File: config.mk
export PLATFORM = sky130hd
export DESIGN_NAME = ps2_key_event_ctrl
export DESIGN_NICKNAME = d
export VERILOG_FILES = /design/src/rtl/ps2_defs.sv /design/src/rtl/ps2_event_fifo.sv /design/src/rtl/ps2_key_event_ctrl.sv
export SDC_FILE = /design/constraint.sdc
export NUM_CORES = 1
export LEC_CHECK = 0
export ABC_AREA = 1
export CAP_MARGIN = 25
export CORE_MARGIN = 10
export CORE_UTILIZATION = 48
export DETAILED_ROUTE_END_ITERATION = 8
export GPL_TIMING_DRIVEN = 0
export PLACE_DENSITY = 0.74
export SLEW_MARGIN = 25
export SYNTH_ARGS = -nofsm -noshare
export SYNTH_HDL_FRONTEND = slang
export SYNTH_SLANG_ARGS = --single-unit
File: constraint.sdc
create_clock -name CLOCK_50 -period 1.9 [get_ports CLOCK_50]
set_input_delay 0.285 -clock CLOCK_50 [delete_from_list [all_inputs] [get_ports CLOCK_50]]
set_output_delay 0.285 -clock CLOCK_50 [all_outputs]
set_load 0.1 [all_outputs]
File: src/rtl/ps2_defs.sv
`default_nettype none
// +--------------------------------------------------------------------------+
// | ps2_defs: shared byte constants, key codes and FSM encoding for the PS/2  |
// | key event controller.                                          Rev 1.0   |
// +--------------------------------------------------------------------------+
package ps2_defs;

  localparam logic [7:0] PS2_BRK = 8'hF0;
  localparam logic [7:0] PS2_EXT = 8'hE0;

  localparam logic [7:0] KEY0_DEF = 8'h1C;
  localparam logic [7:0] KEY1_DEF = 8'h1B;
  localparam logic [7:0] KEY2_DEF = 8'h23;

  localparam int KEY_IDX_W = 2;

  typedef enum logic [1:0] {
    IDLE     = 2'd0,
    ACK      = 2'd1,
    WAIT_CLR = 2'd2
  } ctrl_state_e;

endpackage
`default_nettype wire

File: src/rtl/ps2_event_fifo.sv
`default_nettype none
// +--------------------------------------------------------------------------+
// | ps2_event_fifo: small synchronous FIFO with registered storage and head   |
// | taken from the read pointer; DEPTH must be a power of two (>= 2). Rev 1.0 |
// +--------------------------------------------------------------------------+
module ps2_event_fifo #(
  parameter int DEPTH = 4,
  parameter int WIDTH = 2
) (
  input  logic             clk,
  input  logic             rst_n,
  input  logic             push,
  input  logic [WIDTH-1:0] push_data,
  input  logic             pop,
  output logic             full,
  output logic             empty,
  output logic [WIDTH-1:0] head
);

  localparam int PTR_W = $clog2(DEPTH);
  localparam int CNT_W = PTR_W + 1;

  logic [WIDTH-1:0] mem_q [DEPTH];
  logic [WIDTH-1:0] mem_d [DEPTH];
  logic [PTR_W-1:0] wr_ptr_q, wr_ptr_d;
  logic [PTR_W-1:0] rd_ptr_q, rd_ptr_d;
  logic [CNT_W-1:0] count_q, count_d;
  logic             do_push;
  logic             do_pop;

  assign empty   = (count_q == '0);
  assign full    = (count_q == CNT_W'(DEPTH));
  assign do_pop  = pop && !empty;
  // A pop in the same cycle frees the slot, so a push into a full FIFO is accepted.
  assign do_push = push && (!full || do_pop);
  assign head    = mem_q[rd_ptr_q];

  always_comb begin
    mem_d    = mem_q;
    wr_ptr_d = wr_ptr_q;
    rd_ptr_d = rd_ptr_q;
    if (do_push) begin
      mem_d[wr_ptr_q] = push_data;
      wr_ptr_d        = wr_ptr_q + PTR_W'(1);
    end
    if (do_pop) begin
      rd_ptr_d = rd_ptr_q + PTR_W'(1);
    end
    count_d = count_q + CNT_W'(do_push) - CNT_W'(do_pop);
  end

  always_ff @(posedge clk or negedge rst_n) begin
    if (!rst_n) begin
      for (int i = 0; i < DEPTH; i++) begin
        mem_q[i] <= '0;
      end
      wr_ptr_q <= '0;
      rd_ptr_q <= '0;
      count_q  <= '0;
    end else begin
      mem_q    <= mem_d;
      wr_ptr_q <= wr_ptr_d;
      rd_ptr_q <= rd_ptr_d;
      count_q  <= count_d;
    end
  end

endmodule
`default_nettype wire

File: src/rtl/ps2_key_event_ctrl.sv
`default_nettype none
// +--------------------------------------------------------------------------+
// | ps2_key_event_ctrl: acknowledges PS/2 receiver bytes, decodes E0/F0       |
// | prefixes into held key state and queues press events. Optional macro      |
// | PS2_TYPEMATIC_EN turns repeated make codes into events.        Rev 1.0    |
// +--------------------------------------------------------------------------+
module ps2_key_event_ctrl
  import ps2_defs::*;
#(
  parameter int         FIFO_DEPTH = 4,
  parameter logic [7:0] KEY0_CODE  = KEY0_DEF,
  parameter logic [7:0] KEY1_CODE  = KEY1_DEF,
  parameter logic [7:0] KEY2_CODE  = KEY2_DEF
) (
  input  logic                 CLOCK_50,
  input  logic                 resetn,
  input  logic                 scan_ready,
  input  logic [7:0]           scan_code,
  output logic                 read,
  output logic                 ev_valid,
  output logic [KEY_IDX_W-1:0] ev_key,
  input  logic                 ev_ready,
  output logic [2:0]           held,
  output logic                 overflow,
  input  logic                 clr_overflow
);

  ctrl_state_e          state_q, state_d;
  logic                 sr_meta_q, sr_s_q;
  logic                 ext_pend_q, ext_pend_d;
  logic                 brk_pend_q, brk_pend_d;
  logic [2:0]           held_q, held_d;
  logic                 overflow_q, overflow_d;
  logic                 push;
  logic [KEY_IDX_W-1:0] push_key;
  logic                 pop;
  logic                 fifo_full, fifo_empty;
  logic [2:0]           key_hit;

  assign key_hit = {scan_code == KEY2_CODE, scan_code == KEY1_CODE, scan_code == KEY0_CODE};

  always_comb begin
    state_d    = state_q;
    ext_pend_d = ext_pend_q;
    brk_pend_d = brk_pend_q;
    held_d     = held_q;
    push       = 1'b0;
    push_key   = '0;
    case (state_q)
      IDLE: begin
        if (sr_s_q) begin
          state_d = ACK;
          if (scan_code == PS2_EXT) begin
            ext_pend_d = 1'b1;
          end else if (scan_code == PS2_BRK) begin
            brk_pend_d = 1'b1;
          end else begin
            ext_pend_d = 1'b0;
            brk_pend_d = 1'b0;
            if (!ext_pend_q) begin
              for (int i = 0; i < 3; i++) begin
                if (key_hit[i]) begin
                  if (brk_pend_q) begin
                    held_d[i] = 1'b0;
                  end else begin
`ifdef PS2_TYPEMATIC_EN
                    push     = 1'b1;
                    push_key = KEY_IDX_W'(i);
`else
                    if (!held_q[i]) begin
                      push     = 1'b1;
                      push_key = KEY_IDX_W'(i);
                    end
`endif
                    held_d[i] = 1'b1;
                  end
                end
              end
            end
          end
        end
      end
      ACK:      state_d = WAIT_CLR;
      // Hold off until the receiver drops its flag so each byte decodes once.
      WAIT_CLR: if (!sr_s_q) state_d = IDLE;
      default:  state_d = IDLE;
    endcase
  end

  assign pop = ev_ready && !fifo_empty;

  always_comb begin
    overflow_d = overflow_q;
    if (clr_overflow) begin
      overflow_d = 1'b0;
    end else if (push && fifo_full && !pop) begin
      overflow_d = 1'b1;
    end
  end

  always_ff @(posedge CLOCK_50 or negedge resetn) begin
    if (!resetn) begin
      state_q    <= IDLE;
      sr_meta_q  <= 1'b0;
      sr_s_q     <= 1'b0;
      ext_pend_q <= 1'b0;
      brk_pend_q <= 1'b0;
      held_q     <= '0;
      overflow_q <= 1'b0;
    end else begin
      state_q    <= state_d;
      sr_meta_q  <= scan_ready;
      sr_s_q     <= sr_meta_q;
      ext_pend_q <= ext_pend_d;
      brk_pend_q <= brk_pend_d;
      held_q     <= held_d;
      overflow_q <= overflow_d;
    end
  end

  ps2_event_fifo #(
    .DEPTH (FIFO_DEPTH),
    .WIDTH (KEY_IDX_W)
  ) u_fifo (
    .clk       (CLOCK_50),
    .rst_n     (resetn),
    .push      (push),
    .push_data (push_key),
    .pop       (pop),
    .full      (fifo_full),
    .empty     (fifo_empty),
    .head      (ev_key)
  );

  assign read     = (state_q == ACK);
  assign ev_valid = !fifo_empty;
  assign held     = held_q;
  assign overflow = overflow_q;

endmodule
`default_nettype wire
==> results.py <==
metrics = {
    "status": {
        "status": "finished, final reports clean",
    },
    "synth": {
        "netlist_top_cells_area": "dfrtp_1 (42%), nand2_1 (9.4%), ha_1 (5.1%)",
        "synth_nets": 189,
        "seq_area_frac_synth": 0.421,
        "avgSynthCellArea_sq_um": 8.79,
        "synth_common_cells": "nand2_1 (37), dfrtp_1 (25), inv_1 (18)",
        "netlist_instances": 169,
        "synth_cell_types": 25,
        "synth_top_area_share": 0.421,
        "synth_area_sq_um": 1490,
        "synth_seq_cells": 25,
        "yosysMostFrequentCell": "nand2_1",
        "synthFlopType": "dfrtp_1",
        "yosysWarnings": 0,
        "yosys.area.top_type": "dfrtp_1",
        "synth_edf_count": 0,
        "async_flop_share": 1.00,
    },
    "grt": {
        "grt_pass1_vias": 1289,
        "grt.met2_usage": 0.222,
        "gr-usage-met3": 0.0299,
        "met1_usage": 0.157,
        "grt_pass1_wl_um": 5850,
        "antenna_found_initial": 0,
        "grt_remaining_overflow": 0,
        "grt_max_degree": 26,
        "grt.total_usage": 0.129,
        "gr-max-usage-layer": "met2",
    },
    "clock_network": {
        "path_clk_slew_ps": 130,
        "cts_tree": "built",
        "cts_buffer_depth": 2,
        "clock_latency_ps": 320,
        "cts.sinks": 25,
        "root_buffer": "clkbuf_4",
        "cts_buffers": 3,
        "cts_max_level": 1,
    },
    "layout": {
        "drive_above_1_share": 0.385,
        "nets": 226,
        "final_core_util": 0.638,
        "fin_area_sq_um": 1920,
        "num_antenna_cells": 0,
        "synthToLayoutAreaGrowth_pct": 29.1,
        "n_fill_cell": 246,
    },
    "setup_path": {
        "cp_cell_sequence": "nor2_4 > a21oi_4 > ha_4 > inv_1 > ha_2 > fa_2 > xnor2_2 > xor2_1",
        "cp.required_ps": 2120,
        "cp_max_fo": 3,
        "slowest_stage": "dfrtp_1",
        "startpoint_type": "flop",
        "cp_slowest_stage_delay_ps": 430,
        "end_kind": "flop",
        "path_buf_inv": 1,
        "crit_type": "reg2reg",
        "arrival_ps": 2090,
        "path_delay_family": "adder cells",
    },
    "flow_run": {
        "maxCapViolCount": 0,
    },
    "timing": {
        "period_minus_slack_ps": 1870,
        "max_freq_ghz": 0.533,
        "period_share": 0.987,
        "tns_ps": 0,
        "rsz0062_at_grt": "true",
        "setup_viol": 0,
        "maxSlewHeadroom": 0.362,
        "fin_skew_ps": 8.82,
        "worst_pin_slew_ps": 961,
        "slew_viol_final": 0,
        "hold_viol": 0,
    },
    "route": {
        "wl_um": 3170,
        "drc": 0,
        "wire_per_inst_um": 13.3,
        "dr.pass1.iters": 4,
        "vias": 1264,
        "ant_nets": 0,
        "drt-vias-per-instance": 5.31,
        "drt_iter0_drc": 47,
    },
    "placed_design": {
        "gp_congestion": 0.810,
        "io_buffers": 20,
        "dp_hpwl_um": 2490,
        "placed_area_sq_um": 1760,
    },
    "floorplan": {
        "fp.coreArea_sq_um": 3000,
        "initial_core_util": 0.495,
        "rows": 20,
        "dieArea_sq_um": 5720,
        "num_io_pins": 21,
        "die_h_um": 75.6,
        "die_w_um": 75.6,
    },
    "power": {
        "p_per_area_nw_per_um2": 1150,
        "ir_worst_vdd_mv": 0.611,
        "p_leak_uw": 0.000936,
    },
    "worst_hold_path": {
        "worstHoldPathType": "reg2reg",
    },
}
==> cell type report <==
type | instances | area [sq um] | share of cell area
Multi-Input combinational cell | 118 | 837 | 0.437
Sequential cell | 25 | 641 | 0.334
Timing Repair Buffer | 32 | 265 | 0.138
Inverter | 24 | 90.1 | 0.0470
Tap cell | 33 | 41.3 | 0.0215
Clock buffer | 4 | 26.3 | 0.0137
Buffer | 2 | 16.3 | 0.00849
==> sequential cells by signal, indices dropped and copies added (netlist names) <==
register         count
u_fifo.mem_q         8
held                 3
u_fifo.count_q       3
state_q              2
u_fifo.rd_ptr_q      2
u_fifo.wr_ptr_q      2
brk_pend_q           1
ext_pend_q           1
overflow             1
sr_meta_q            1
sr_s_q               1
==> timing repair <==
action	4_1_cts	5_1_grt
hold buffers	1	0
setup endpoints to repair	10	6
gates resized for setup	47	7
hold endpoints to repair	25	0
pin swaps	16	4
setup buffers	8	3
==> power by group <==
group / leakage (uW) / internal (uW) / switching [uW] / total [uW]
clock: 0.0000150 / 82.2 / 152 / 234
sequential: 0.000312 / 652 / 141 / 792
combinational: 0.000609 / 389 / 792 / 1180
total: 0.000936 / 1120 / 1080 / 2210
==> kinds of logic after synthesis <==
kind of cell	after synthesis	share of synthesized area
simple gates	91	0.364
fa+ha+maj	7	0.0640
compound gates	16	0.0556
xor+xnor	4	0.0236
buf+inv	26	0.0716
flops	25	0.421
==> through the flow <==
| stage | worst slack [ps] | cells | hold slack, ps | total power (uW) |
|---|---|---|---|---|
| CTS | 2.52 | 235 | 377 | 2180 |
| global placement | -524 | 222 | 345 | 1800 |
| global route | -75.7 | 238 | 376 | 2370 |
| detailed placement | -574 | 222 | 304 | 1850 |
| finish | 25.4 | 238 | 371 | 2210 |
| floorplan | -153 | 169 | -10.6 | 1600 |
==> path summary, 6_finish.rpt <==
| kind | startpoint | end | slack, ps | cells after the start |
|---|---|---|---|---|
| setup / recovery | u_fifo.count_q[1]$_DFF_PN0_ | u_fifo.count_q[2]$_DFF_PN0_ | 30 | 8 |
| hold / removal | sr_meta_q$_DFF_PN0_ | sr_s_q$_DFF_PN0_ | 370 | 0 |
| setup reg to reg | u_fifo.count_q[1]$_DFF_PN0_ | u_fifo.count_q[2]$_DFF_PN0_ | 30 | 8 |
| hold reg to reg | sr_meta_q$_DFF_PN0_ | sr_s_q$_DFF_PN0_ | 370 | 0 |
| max in group asynchronous | resetn | held[1]$_DFFE_PN0P_ | 1020 | 2 |
| min in group asynchronous | resetn | u_fifo.mem_q[1]$_DFFE_PN0P_ | 470 | 2 |
==> cell usage in the layout, fill, tap and decap left out, types with 4 or more instances in the layout <==
cell type      count
nand2_2            7
clkbuf_4           5
nand4_2            4
buf_4             11
nor2_4             7
ha_1               4
nand4_1            9
o21ai_0            5
nor2_1            11
inv_1             16
nand2_1           35
nor2_2             8
inv_2              8
o21ai_1            5
dlygate4sd2_1      9
dfrtp_1           19
==> routing by layer <==
layer	vias up	wire length, um
li1	617	-
met1	613	1370
met2	25	1610
met3	9	121
met4	0	65
met5	-	0
(Power assumes the default switching activity.)
